--- src/rtl/clk_divider_prog.sv ---
// Runtime-programmable integer clock divider with glitch-free ratio changes at period boundaries.
// Latency: f_out/tick change one clk edge after the wrap (odd N with DUTY50: f_out rises half a cycle later).
// Backpressure: none; loads while running are held pending until the next wrap, last write wins.
module clk_divider_prog #(
   parameter int CNT_W       = 16,
   parameter int DEFAULT_DIV = 2,
   parameter bit DUTY50      = 1'b1
) (
   input  logic             clk,
   input  logic             rst,
   input  logic             en,
   input  logic [CNT_W-1:0] div_in,
   input  logic             div_load,
   output logic             f_out,
   output logic             tick,
   output logic [CNT_W-1:0] div_cur,
   output logic             div_err
);

   localparam logic [CNT_W-1:0] C_DEF = CNT_W'(DEFAULT_DIV);
   localparam logic [CNT_W-1:0] C_ONE = CNT_W'(1);
   localparam logic [CNT_W-1:0] C_TWO = CNT_W'(2);

   logic [CNT_W-1:0] r_cnt;
   logic [CNT_W-1:0] r_n;
   logic [CNT_W-1:0] r_pend;
   logic             r_pend_vld;
   logic             r_pos_q;
   logic             r_neg_q;
   logic             r_tick;
   logic             r_div_err;

   logic             w_load_ok;
   logic             w_load_bad;
   logic             w_wrap;
   logic [CNT_W-1:0] w_cnt_nxt;
   logic [CNT_W-1:0] w_n_nxt;
   logic [CNT_W-1:0] w_pend_nxt;
   logic             w_pend_vld_nxt;
   logic [CNT_W-1:0] w_half;
   logic             w_odd_fix;

   assign w_load_bad = div_load && (div_in < C_TWO);
   assign w_load_ok  = div_load && (div_in >= C_TWO);
   assign w_wrap     = (r_cnt == (r_n - C_ONE));

   // Next counter/divisor/pending state; while disabled the counter is held primed so re-enable wraps at once.
   always_comb begin
      w_cnt_nxt      = r_cnt;
      w_n_nxt        = r_n;
      w_pend_nxt     = r_pend;
      w_pend_vld_nxt = r_pend_vld;
      if (!en) begin
         if (w_load_ok) begin
            w_n_nxt        = div_in;
            w_cnt_nxt      = div_in - C_ONE;
            w_pend_vld_nxt = 1'b0;
         end else begin
            w_cnt_nxt = r_n - C_ONE;
         end
      end else begin
         if (w_wrap) begin
            w_cnt_nxt = '0;
            if (r_pend_vld) begin
               w_n_nxt        = r_pend;
               w_pend_vld_nxt = 1'b0;
            end
         end else begin
            w_cnt_nxt = r_cnt + C_ONE;
         end
         // A load on the wrap edge lands in pending, so it takes effect one period later.
         if (w_load_ok) begin
            w_pend_nxt     = div_in;
            w_pend_vld_nxt = 1'b1;
         end
      end
   end

   // High-phase length ceil(N/2) for the period the counter is entering.
   assign w_half = (w_n_nxt >> 1) + {{(CNT_W-1){1'b0}}, w_n_nxt[0]};

   // Posedge state: counter, divisor, pending load and the registered output phase.
   always_ff @(posedge clk or posedge rst) begin
      if (rst) begin
         r_cnt      <= C_DEF - C_ONE;
         r_n        <= C_DEF;
         r_pend     <= '0;
         r_pend_vld <= 1'b0;
         r_pos_q    <= 1'b0;
         r_tick     <= 1'b0;
         r_div_err  <= 1'b0;
      end else begin
         r_cnt      <= w_cnt_nxt;
         r_n        <= w_n_nxt;
         r_pend     <= w_pend_nxt;
         r_pend_vld <= w_pend_vld_nxt;
         r_pos_q    <= en && (w_cnt_nxt < w_half);
         r_tick     <= en && w_wrap;
         r_div_err  <= w_load_bad;
      end
   end

   // Half-cycle delayed copy of the phase, used to trim odd ratios to an exact 50% duty.
   always_ff @(negedge clk or posedge rst) begin
      if (rst) begin
         r_neg_q <= 1'b0;
      end else begin
         r_neg_q <= r_pos_q;
      end
   end

   assign w_odd_fix = DUTY50 && r_n[0];
   assign f_out     = w_odd_fix ? (r_pos_q & r_neg_q) : r_pos_q;
   assign tick      = r_tick;
   assign div_cur   = r_n;
   assign div_err   = r_div_err;

endmodule

--- config.mk ---
export PLATFORM = sky130hd
export DESIGN_NAME = clk_divider_prog
export DESIGN_NICKNAME = d
export VERILOG_FILES = /design/src/rtl/clk_divider_prog.sv
export SDC_FILE = /design/constraint.sdc
export NUM_CORES = 1
export LEC_CHECK = 0
export ABC_AREA = 0
export CORE_MARGIN = 1
export CORE_UTILIZATION = 56
export DETAILED_ROUTE_END_ITERATION = 10
export DONT_BUFFER_PORTS = 1
export MAX_ROUTING_LAYER = met4
export PLACE_DENSITY = 0.84
export SLEW_MARGIN = 20
export SYNTH_ARGS = -nofsm -noshare
export SYNTH_HDL_FRONTEND = slang
export SYNTH_SLANG_ARGS = --single-unit
export TNS_END_PERCENT = 20
--- constraint.sdc ---
create_clock -name clk -period 5 [get_ports clk]
set_input_delay 0.25 -clock clk [delete_from_list [all_inputs] [get_ports clk]]
set_output_delay 0.25 -clock clk [all_outputs]
set_load 0.02 [all_outputs]
# Yosys cells after proc, flatten, opt, wreduce, memory -nomap -nowiden
# Index checks and enable logic that the tools add are counted.
[totals]
register_bits = 53
input_bits = 20
output_inout_bits = 19
elab_cells = 37
[classes]
add_sub_neg = 4
order_cmp = 3
n_eq_ne = 1
muxes = 12
bitwise_logic = 1
reduce_logical = 8
[op_table]
columns = ["cell", "count"]
rows = [
  ["two-way mux 16 bit", 7],
  ["subtractor 16 x 1 -> 16 bit (second input constant)", 2],
  ["adder 15 x 1 -> 16 bit", 1],
  ["adder 16 x 1 -> 16 bit (second input constant)", 1],
  ["equality test 16 bit", 1],
  [">= comparator 16 x 2 -> 1 bit (second input constant)", 1],
  ["< comparator 16 bit", 1],
  ["< comparator 16 x 2 -> 1 bit (second input constant)", 1],
  ["two-way mux 1 bit", 5],
  ["logical AND 1 bit", 4],
  ["AND reduction 2 bit", 2],
  ["nonzero test 2 bit", 2],
  ["bitwise AND 1 bit", 1],
]

# Logic depth before layout (Yosys ltp)
# Gate-level depths: netlist of run 1.
[depth]
ltp_word = 7
mapped_depth = 28

==> results of run 1 <==
==> final cells by class <==
type                       instances  area share
timing repair buffer              51      0.0817
tap                               99      0.0254
clock inverter                     3     0.00360
inverter                          20      0.0154
multi-input combinational        376       0.587
clock buffer                       5      0.0141
sequential                        53       0.273
==> power groups by stage <==
| stage | clock, mW | sequential [mW] | combinational, mW |
|---|---|---|---|
| finish | 0.245 | 0.554 | 0.543 |
| global route | 0.265 | 0.561 | 0.590 |
| CTS | 0.248 | 0.551 | 0.533 |
| detailed placement | 0 | 0.558 | 0.518 |
| global placement | 0 | 0.555 | 0.508 |
| floorplan | 0 | 0.566 | 0.360 |
==> cells in the mapped netlist, types with 4 or more instances <==
| cell | number |
|---|---|
| dfrtp_1 | 50 |
| nand3_1 | 18 |
| o21ai_0 | 22 |
| nand2b_1 | 9 |
| mux2_2 | 14 |
| nor2b_1 | 4 |
| and2_1 | 4 |
| o221ai_1 | 8 |
| and3_1 | 5 |
| o22ai_1 | 20 |
| nor3_1 | 10 |
| xor2_1 | 34 |
| xnor2_1 | 36 |
| ha_1 | 21 |
| clkbuf_1 | 9 |
| nand4_1 | 10 |
| nor4_1 | 6 |
| inv_1 | 20 |
| a21oi_1 | 11 |
| a31oi_1 | 4 |
| or3_1 | 9 |
| nor2_1 | 28 |
| nand2_1 | 45 |
==> metrics by stage <==
stage | utilization | instances | power (mW) | setup slack, ns | instance area [µm²]
finish | 0.668 | 607 | 1.34 | 0.00838 | 4870
global route | 0.668 | 607 | 1.42 | -0.335 | 4870
CTS | 0.665 | 606 | 1.33 | 0.0152 | 4850
detailed placement | 0.644 | 596 | 1.08 | -0.0768 | 4690
global placement | 0.644 | 596 | 1.06 | -0.0102 | 4690
floorplan | - | 468 | 0.926 | -0.0250 | 4330
==> logic make-up (layout without fill, tap and decap cells) <==
family	after synthesis	after routing	synth area share
AO/OA/AOI/OAI	89	89	0.142
adder cells (fa/ha/maj)	21	21	0.0622
buffers and inverters	39	79	0.0480
XOR/XNOR	72	72	0.156
flip-flops	53	53	0.314
AND/OR/NAND/NOR	179	179	0.238
multiplexers	15	15	0.0397
==> worst max-delay path, delay by kind of cell, from the launching register on <==
| family | cells | cell delay, ns |
|---|---|---|
| simple gates | 13 | 2.75 |
| compound gates | 8 | 1.14 |
| fa+ha+maj | 2 | 0.51 |
| flops | 1 | 0.39 |
| xor+xnor | 1 | 0.12 |
==> per-layer routing <==
metal	wire (µm)	global-route usage	vias to the layer above
met2	5850	0.548	178
met4	239	0.106	0
met3	1120	0.0774	22
li1	-	-	1765
met5	0	-	-
met1	5030	0.456	1890
==> registers in the layout (all words and copies together) (netlist names) <==
name and cells:
div_cur 16, r_cnt 16, r_pend 16, div_err 1, r_neg_q 1, r_pend_vld 1, r_pos_q 1, tick 1
==> placed cells by master (no fill, tap or decap), types with 3 or more instances in the layout <==
cell       n
a21o_1     3
a21oi_1   10
and3_1     5
buf_4     49
clkbuf_8   5
dfrtp_1   48
ha_1      18
inv_1     18
mux2_2    14
nand2_1   44
nand2b_1   9
nand3_1   17
nand4_1   10
nor2_1    28
nor2b_1    4
nor3_1     8
nor3_2     3
nor4_1     5
nor4_4     3
o21a_1     3
o21ai_0   20
o21ai_2    3
o221ai_1   5
o221ai_2   3
o22ai_1   18
or3_1      8
or4_1      3
or4_4      3
xnor2_1   36
xor2_1    34
==> repair_timing <==
item,4_1_cts,5_1_grt
endpoints found under the hold margin,1,0
resized for setup,10,3
setup buffers,1,1
hold buffers,1,0
endpoints found under the setup margin,1,1
pin swaps,4,1
==> final timing paths <==
| check | startpoint | endpoint | slack, ns | cells after the start |
|---|---|---|---|---|
| worst max-delay path | div_cur[7]$_DFF_PP0_ | r_pos_q$_DFF_PP0_ | 0.008 | 24 |
| worst min-delay path | div_load | div_err$_DFF_PP0_ | 0.03 | 2 |
| worst max register to register | div_cur[7]$_DFF_PP0_ | r_pos_q$_DFF_PP0_ | 0.008 | 24 |
| worst min register to register | r_pend[13]$_DFFE_PP0P_ | r_pend[13]$_DFFE_PP0P_ | 0.51 | 1 |
| max in group asynchronous | rst | r_neg_q$_DFF_NP0_ | 2.81 | 1 |
| min in group asynchronous | rst | r_pend_vld$_DFFE_PP0P_ | 0.05 | 2 |
==> insert_results.sql, run 1 <==
INSERT INTO impl_metrics (metric_group, metric, value, unit) VALUES
('run', 'drv_cap', '0', ''),
('pwr', 'swShare', '0.382', ''),
('logic_synthesis', 'synthDominantAreaCellType', 'dfrtp_1', ''),
('critical_path', 'cp-end-kind', 'flop', ''),
('pwr', 'switchingPower', '513', 'µW'),
('floorplan', 'die_width', '88.9', 'µm'),
('routing', 'detailed_route_drc_error_count', '0', ''),
('timing', 'grt_setup_unrepaired', 'true', ''),
('critical_path', 'timing.critical_path.cells', 'or3_4 -> or4_4 -> o21bai_1 -> or3b_1 -> or4_4 -> nor2_4 -> nand3_4 -> a31oi_4 -> ha_2 -> and2_4 -> and4_4 -> nand2_2 -> xnor2_1 -> ha_1 -> a21o_1 -> a21oi_2 -> nor2b_1 -> o21ai_1 -> nand2b_1 -> a21oi_1 -> nor2b_1 -> o21ai_1 -> nand4b_1 -> a41oi_1', ''),
('routing', 'avgViaCountPerCell', '6.35', ''),
('floorplan', 'row_count', '31', ''),
('logic_synthesis', 'synth-seq-area-share', '0.314', ''),
('outcome', 'outcome', 'finished clean', ''),
('critical_path', 'required', '5.24', 'ns'),
('timing', 'post-route-period-util', '0.998', ''),
('grt', 'grt-ovfl-total', '0', ''),
('logic_synthesis', 'yosys_register_bits', '53', ''),
('routing', 'antenna_violating_nets_post_route', '0', ''),
('floorplan', 'core_area', '0.00729', 'mm²'),
('pwr', 'combinationalPowerShare', '0.405', ''),
('floorplan', 'effective_utilization_at_floorplan', '0.580', ''),
('timing', 'whs', '0.0347', 'ns'),
('placed_design', 'gp_congestion', '1.06', ''),
('timing', 'setup_viol_count_final', '0', ''),
('logic_synthesis', 'synth_enable_flop_cells', '0', ''),
('placed_design', 'detailedPlacementHpwl', '9570', 'µm'),
('pwr', 'power.density', '275', 'mW/mm²'),
('grt', 'first_global_vias', '3832', ''),
('logic_synthesis', 'syn-num-nets', '509', ''),
('timing', 'min_period', '4.99', 'ns'),
('critical_path', 'worst-path-max-fanout', '3', ''),
('pwr', 'p_leak', '1.98', 'nW'),
('critical_path', 'cp_class', 'flop to flop', ''),
('logic_synthesis', 'async_flop_share', '1.00', ''),
('routing', 'finalWirelength', '12200', 'µm'),
('floorplan', 'die_y', '88.9', 'µm'),
('logic_synthesis', 'yosys.cell_types.count', '68', ''),
('timing', 'worst_slew_margin_rel', '0.517', ''),
('grt', 'maximum_number_of_pins_on_one_net_before_global_route_repair', '53', ''),
('placed_design', 'buffer_ports.inserted', '0', ''),
('logic_synthesis', 'yosys_most_used_dff', 'dfrtp_1', ''),
('routing', 'detail_route.iter0.violations', '327', ''),
('pwr', 'seq_power_share', '0.413', ''),
('cells_and_area', 'layout-drive-gt1-share', '0.244', ''),
('logic_synthesis', 'netlist_instances', '468', ''),
('clock_tree', 'cts_made_buffers', '5', ''),
('critical_path', 'slowest_delay', '0.54', 'ns'),
('cells_and_area', 'final_net_count', '548', ''),
('clock_tree', 'clkSlewWorstSetupHoldPaths', '0.10', 'ns'),
('timing', 'max_freq', '0.200', 'GHz'),
('pwr', 'vdd_ir_drop_max', '0.161', 'mV'),
('cells_and_area', 'number_of_fill_cells', '606', ''),
('timing', 'fin_tns_setup', '0', 'ns'),
('grt', 'grt.total_usage', '0.351', ''),
('logic_synthesis', 'ys_top_cells_by_area', 'dfrtp_1 30%, xnor2_1 7.5%, xor2_1 7.0%', ''),
('routing', 'average_detailed_routed_wire_length_per_instance', '20.2', 'µm'),
('floorplan', 'design.portCount', '39', ''),
('grt', 'first_pass_grt_wire_length', '19600', 'µm'),
('pwr', 'p_int', '830', 'µW'),
('clock_tree', 'htree_num_levels', '2', ''),
('critical_path', 'arrival', '5.23', 'ns'),
('clock_tree', 'clk-insertion-delay-late', '0.31', 'ns'),
('logic_synthesis', 'syn-cell-area', '0.00423', 'mm²'),
('clock_tree', 'ctsRootBufferMaster', 'clkbuf_8', ''),
('timing', 'timing_hold_violations_final', '0', ''),
('timing', 'clock-skew-final', '0.00832', 'ns'),
('cells_and_area', 'area.growth.synth_to_final', '15.3', '%'),
('floorplan', 'dieArea', '0.00790', 'mm²'),
('routing', 'vias', '3855', ''),
('cells_and_area', 'total_area_of_sequential_cells', '0.00133', 'mm²'),
('routing', 'drt-pass1-iter-count', '5', '');
No activity file was read; power rests on OpenSTA's default activity.
==> run 2, diff against run 1 <==
Clock period 5 ns to 4.51 ns, I/O delays scaled along.
==> run 2 against run 1 <==
The run now ends with negative setup slack left. Clock skew decreased by 0.0030 ns. Via count grew 6.7%. Wire length rose by 11%. Critical path type unchanged. Largest power group is now combinational logic.
==> insert_results.sql, run 2 (same netlist as run 1, synthesis figures left out) <==
INSERT INTO impl_metrics (metric_group, metric, value, unit) VALUES
('outcome', 'outcome', 'finished, violations left', ''),
('outcome', 'failing_checks', 'negative setup slack', ''),
('routing', 'detailroute.wirelength.met2', '6520', 'µm'),
('routing', 'detail_route.iter0.violations', '321', ''),
('routing', 'average_detailed_routed_wire_length_per_instance', '20.1', 'µm'),
('floorplan', 'die_y', '88.9', 'µm'),
('routing', 'vias', '4113', ''),
('hold_path', 'min_path_type', 'input pin to asynchronous set/reset pin', ''),
('timing', 'min_period', '4.97', 'ns'),
('cells_and_area', 'fin_util', '0.743', ''),
('timing', 'max_freq', '0.201', 'GHz'),
('routing', 'routedLengthMet1', '5770', 'µm'),
('timing', 'timing_hold_violations_final', '0', ''),
('clock_tree', 'cts.sinks', '53', ''),
('cells_and_area', 'most-common-layout-cells', '117 x buf_4, 48 x dfrtp_1, 44 x nand2_1, 34 x xor2_1, 33 x xnor2_1', ''),
('clock_tree', 'clkSlewWorstSetupHoldPaths', '0.10', 'ns'),
('grt', 'grt_antenna_before_repair', '0', ''),
('pwr', 'power.density', '308', 'mW/mm²'),
('grt', 'first_pass_grt_wire_length', '21400', 'µm'),
('timing', 'clock-skew-final', '0.00537', 'ns'),
('cells_and_area', 'area.growth.synth_to_final', '28.2', '%'),
('cells_and_area', 'antenna-diode-count', '0', ''),
('routing', 'antenna_violating_nets_post_route', '0', ''),
('critical_path', 'cp-end-kind', 'flop', ''),
('placed_design', 'gp_congestion', '0.954', ''),
('timing', 'whs', '0.00859', 'ns'),
('critical_path', 'arrival', '5.20', 'ns'),
('cells_and_area', 'final_common_cell', 'buf_4', ''),
('cells_and_area', 'final_net_count', '615', ''),
('cells_and_area', 'layoutNonFillerInstCount', '674', ''),
('critical_path', 'cp_slowest_cell', 'dfstp_2', ''),
('floorplan', 'die_width', '88.9', 'µm'),
('grt', 'grt.total_usage', '0.380', ''),
('routing', 'finalWirelength', '13600', 'µm'),
('critical_path', 'reg2reg_depth', '27', ''),
('critical_path', 'worst-path-max-fanout', '5', ''),
('critical_path', 'start_kind', 'flop', ''),
('floorplan', 'design.portCount', '39', ''),
('placed_design', 'buffer_ports.inserted', '0', ''),
('routing', 'drt-pass1-iter-count', '5', ''),
('clock_tree', 'buffer_depth_of_the_longest_clock_path', '2', ''),
('timing', 'setup_viol_count_final', '1', ''),
('timing', 'grt_setup_unrepaired', 'true', ''),
('placed_design', 'dp.cells', '646', ''),
('pwr', 'p_leak', '2.32', 'nW'),
('clock_tree', 'tritoncts_clock_tree', 'done', ''),
('grt', 'first_global_vias', '4164', ''),
('floorplan', 'row_count', '31', ''),
('routing', 'routed-wl-met3', '967', 'µm'),
('floorplan', 'effective_utilization_at_floorplan', '0.580', ''),
('timing', 'finalMaxSlewViolations', '0', ''),
('critical_path', 'cp_class', 'flop to flop', ''),
('timing', 'worst_slew_margin_rel', '0.527', ''),
('routing', 'avgViaCountPerCell', '6.10', ''),
('timing', 'post-route-worst-setup-slack', '-0.460', 'ns'),
('critical_path', 'required', '4.74', 'ns'),
('floorplan', 'dieArea', '0.00790', 'mm²'),
('grt', 'grt-ovfl-total', '0', ''),
('routing', 'topRoutingLayerUsed', 'met4', ''),
('routing', 'detailed_route_drc_error_count', '0', ''),
('pwr', 'vdd_ir_drop_max', '0.192', 'mV'),
('clock_tree', 'cts_made_buffers', '5', ''),
('timing', 'post-route-period-util', '1.10', ''),
('clock_tree', 'ctsRootBufferMaster', 'clkbuf_8', ''),
('timing', 'fin_tns_setup', '-0.460', 'ns'),
('grt', 'maximum_number_of_pins_on_one_net_before_global_route_repair', '53', ''),
('placed_design', 'placed_area', '0.00506', 'mm²'),
('cells_and_area', 'final_cell_area', '0.00542', 'mm²'),
('critical_path', 'slowest_delay', '0.54', 'ns'),
('placed_design', 'detailedPlacementHpwl', '10200', 'µm'),
('timing', 'worst-slew-pin-transition', '0.710', 'ns'),
('clock_tree', 'htree_num_levels', '2', ''),
('cells_and_area', 'layout-drive-gt1-share', '0.332', ''),
('critical_path', 'r2r_setup_slack', '-0.46', 'ns'),
('floorplan', 'core_area', '0.00729', 'mm²'),
('clock_tree', 'clk-insertion-delay-late', '0.31', 'ns'),
('run', 'drv_cap', '0', '');
[run 2: cell types whose count changed in the layout (fill, tap and decap cells not counted), sizes merged]
cell      change
buf          +67
clkbuf        +2
bufinv        +1
clkinvlp      -1
clkinv        -2
[run 2: final timing paths]
kind | from | endpoint
worst max-delay path | div_cur[1]$_DFF_PP1_ | r_pos_q$_DFF_PP0_
worst min-delay path | rst | r_cnt[1]$_DFF_PP0_
worst max register to register | div_cur[1]$_DFF_PP1_ | r_pos_q$_DFF_PP0_
worst min register to register | r_pend[7]$_DFFE_PP0P_ | r_pend[7]$_DFFE_PP0P_
max in group asynchronous | rst | r_neg_q$_DFF_NP0_
min in group clk | div_load | div_err$_DFF_PP0_
[run 2: report_power, final]
part	leakage (nW)	switching, mW	internal [mW]
clock	0.0585	0.163	0.181
combinational	1.64	0.380	0.344
sequential	0.623	0.0626	0.541
total	2.32	0.606	1.07
[run 2: per-stage QoR]
step	power (mW)	setup slack [ns]
floorplan	1.03	-0.515
global placement	1.25	-0.398
detailed placement	1.27	-0.527
CTS	1.65	-0.348
global route	1.74	-0.685
finish	1.67	-0.460
[run 2: repair_timing]
item,4_1_cts,5_1_grt
hold endpoints to repair,1,0
setup endpoints to repair,1,1
gates resized for setup,14,2
pin swaps,17,1
buffers inserted,19,0
hold buffers,1,0
[run 2: layout make-up]
| type | count | area, µm² |
|---|---|---|
| repair buffers | 118 | 888 |
| well taps | 99 | 124 |
| clock buffers | 7 | 86.3 |
| inverters | 20 | 75.1 |
| multi-input cells | 376 | 2890 |
| fillers | 541 | 1870 |
| clock inverters | 1 | 30.0 |
| flip-flops and latches | 53 | 1330 |
[run 2: critical path: cells and delay by family, from the launching register on]
kind,cells,cell delay [ns]
buffers and inverters,2,0.21
XOR/XNOR,2,0.52
flip-flops,1,0.54
AND/OR/NAND/NOR,12,1.75
adder cells (fa/ha/maj),3,0.66
AO/OA/AOI/OAI,8,1.20
[run 2: per-layer routing]
layer | global-route usage | vias to the layer above
met4 | 0.101 | 0
met3 | 0.0653 | 25
met2 | 0.623 | 176
met1 | 0.485 | 2023
li1 | - | 1889
met5 | - | -
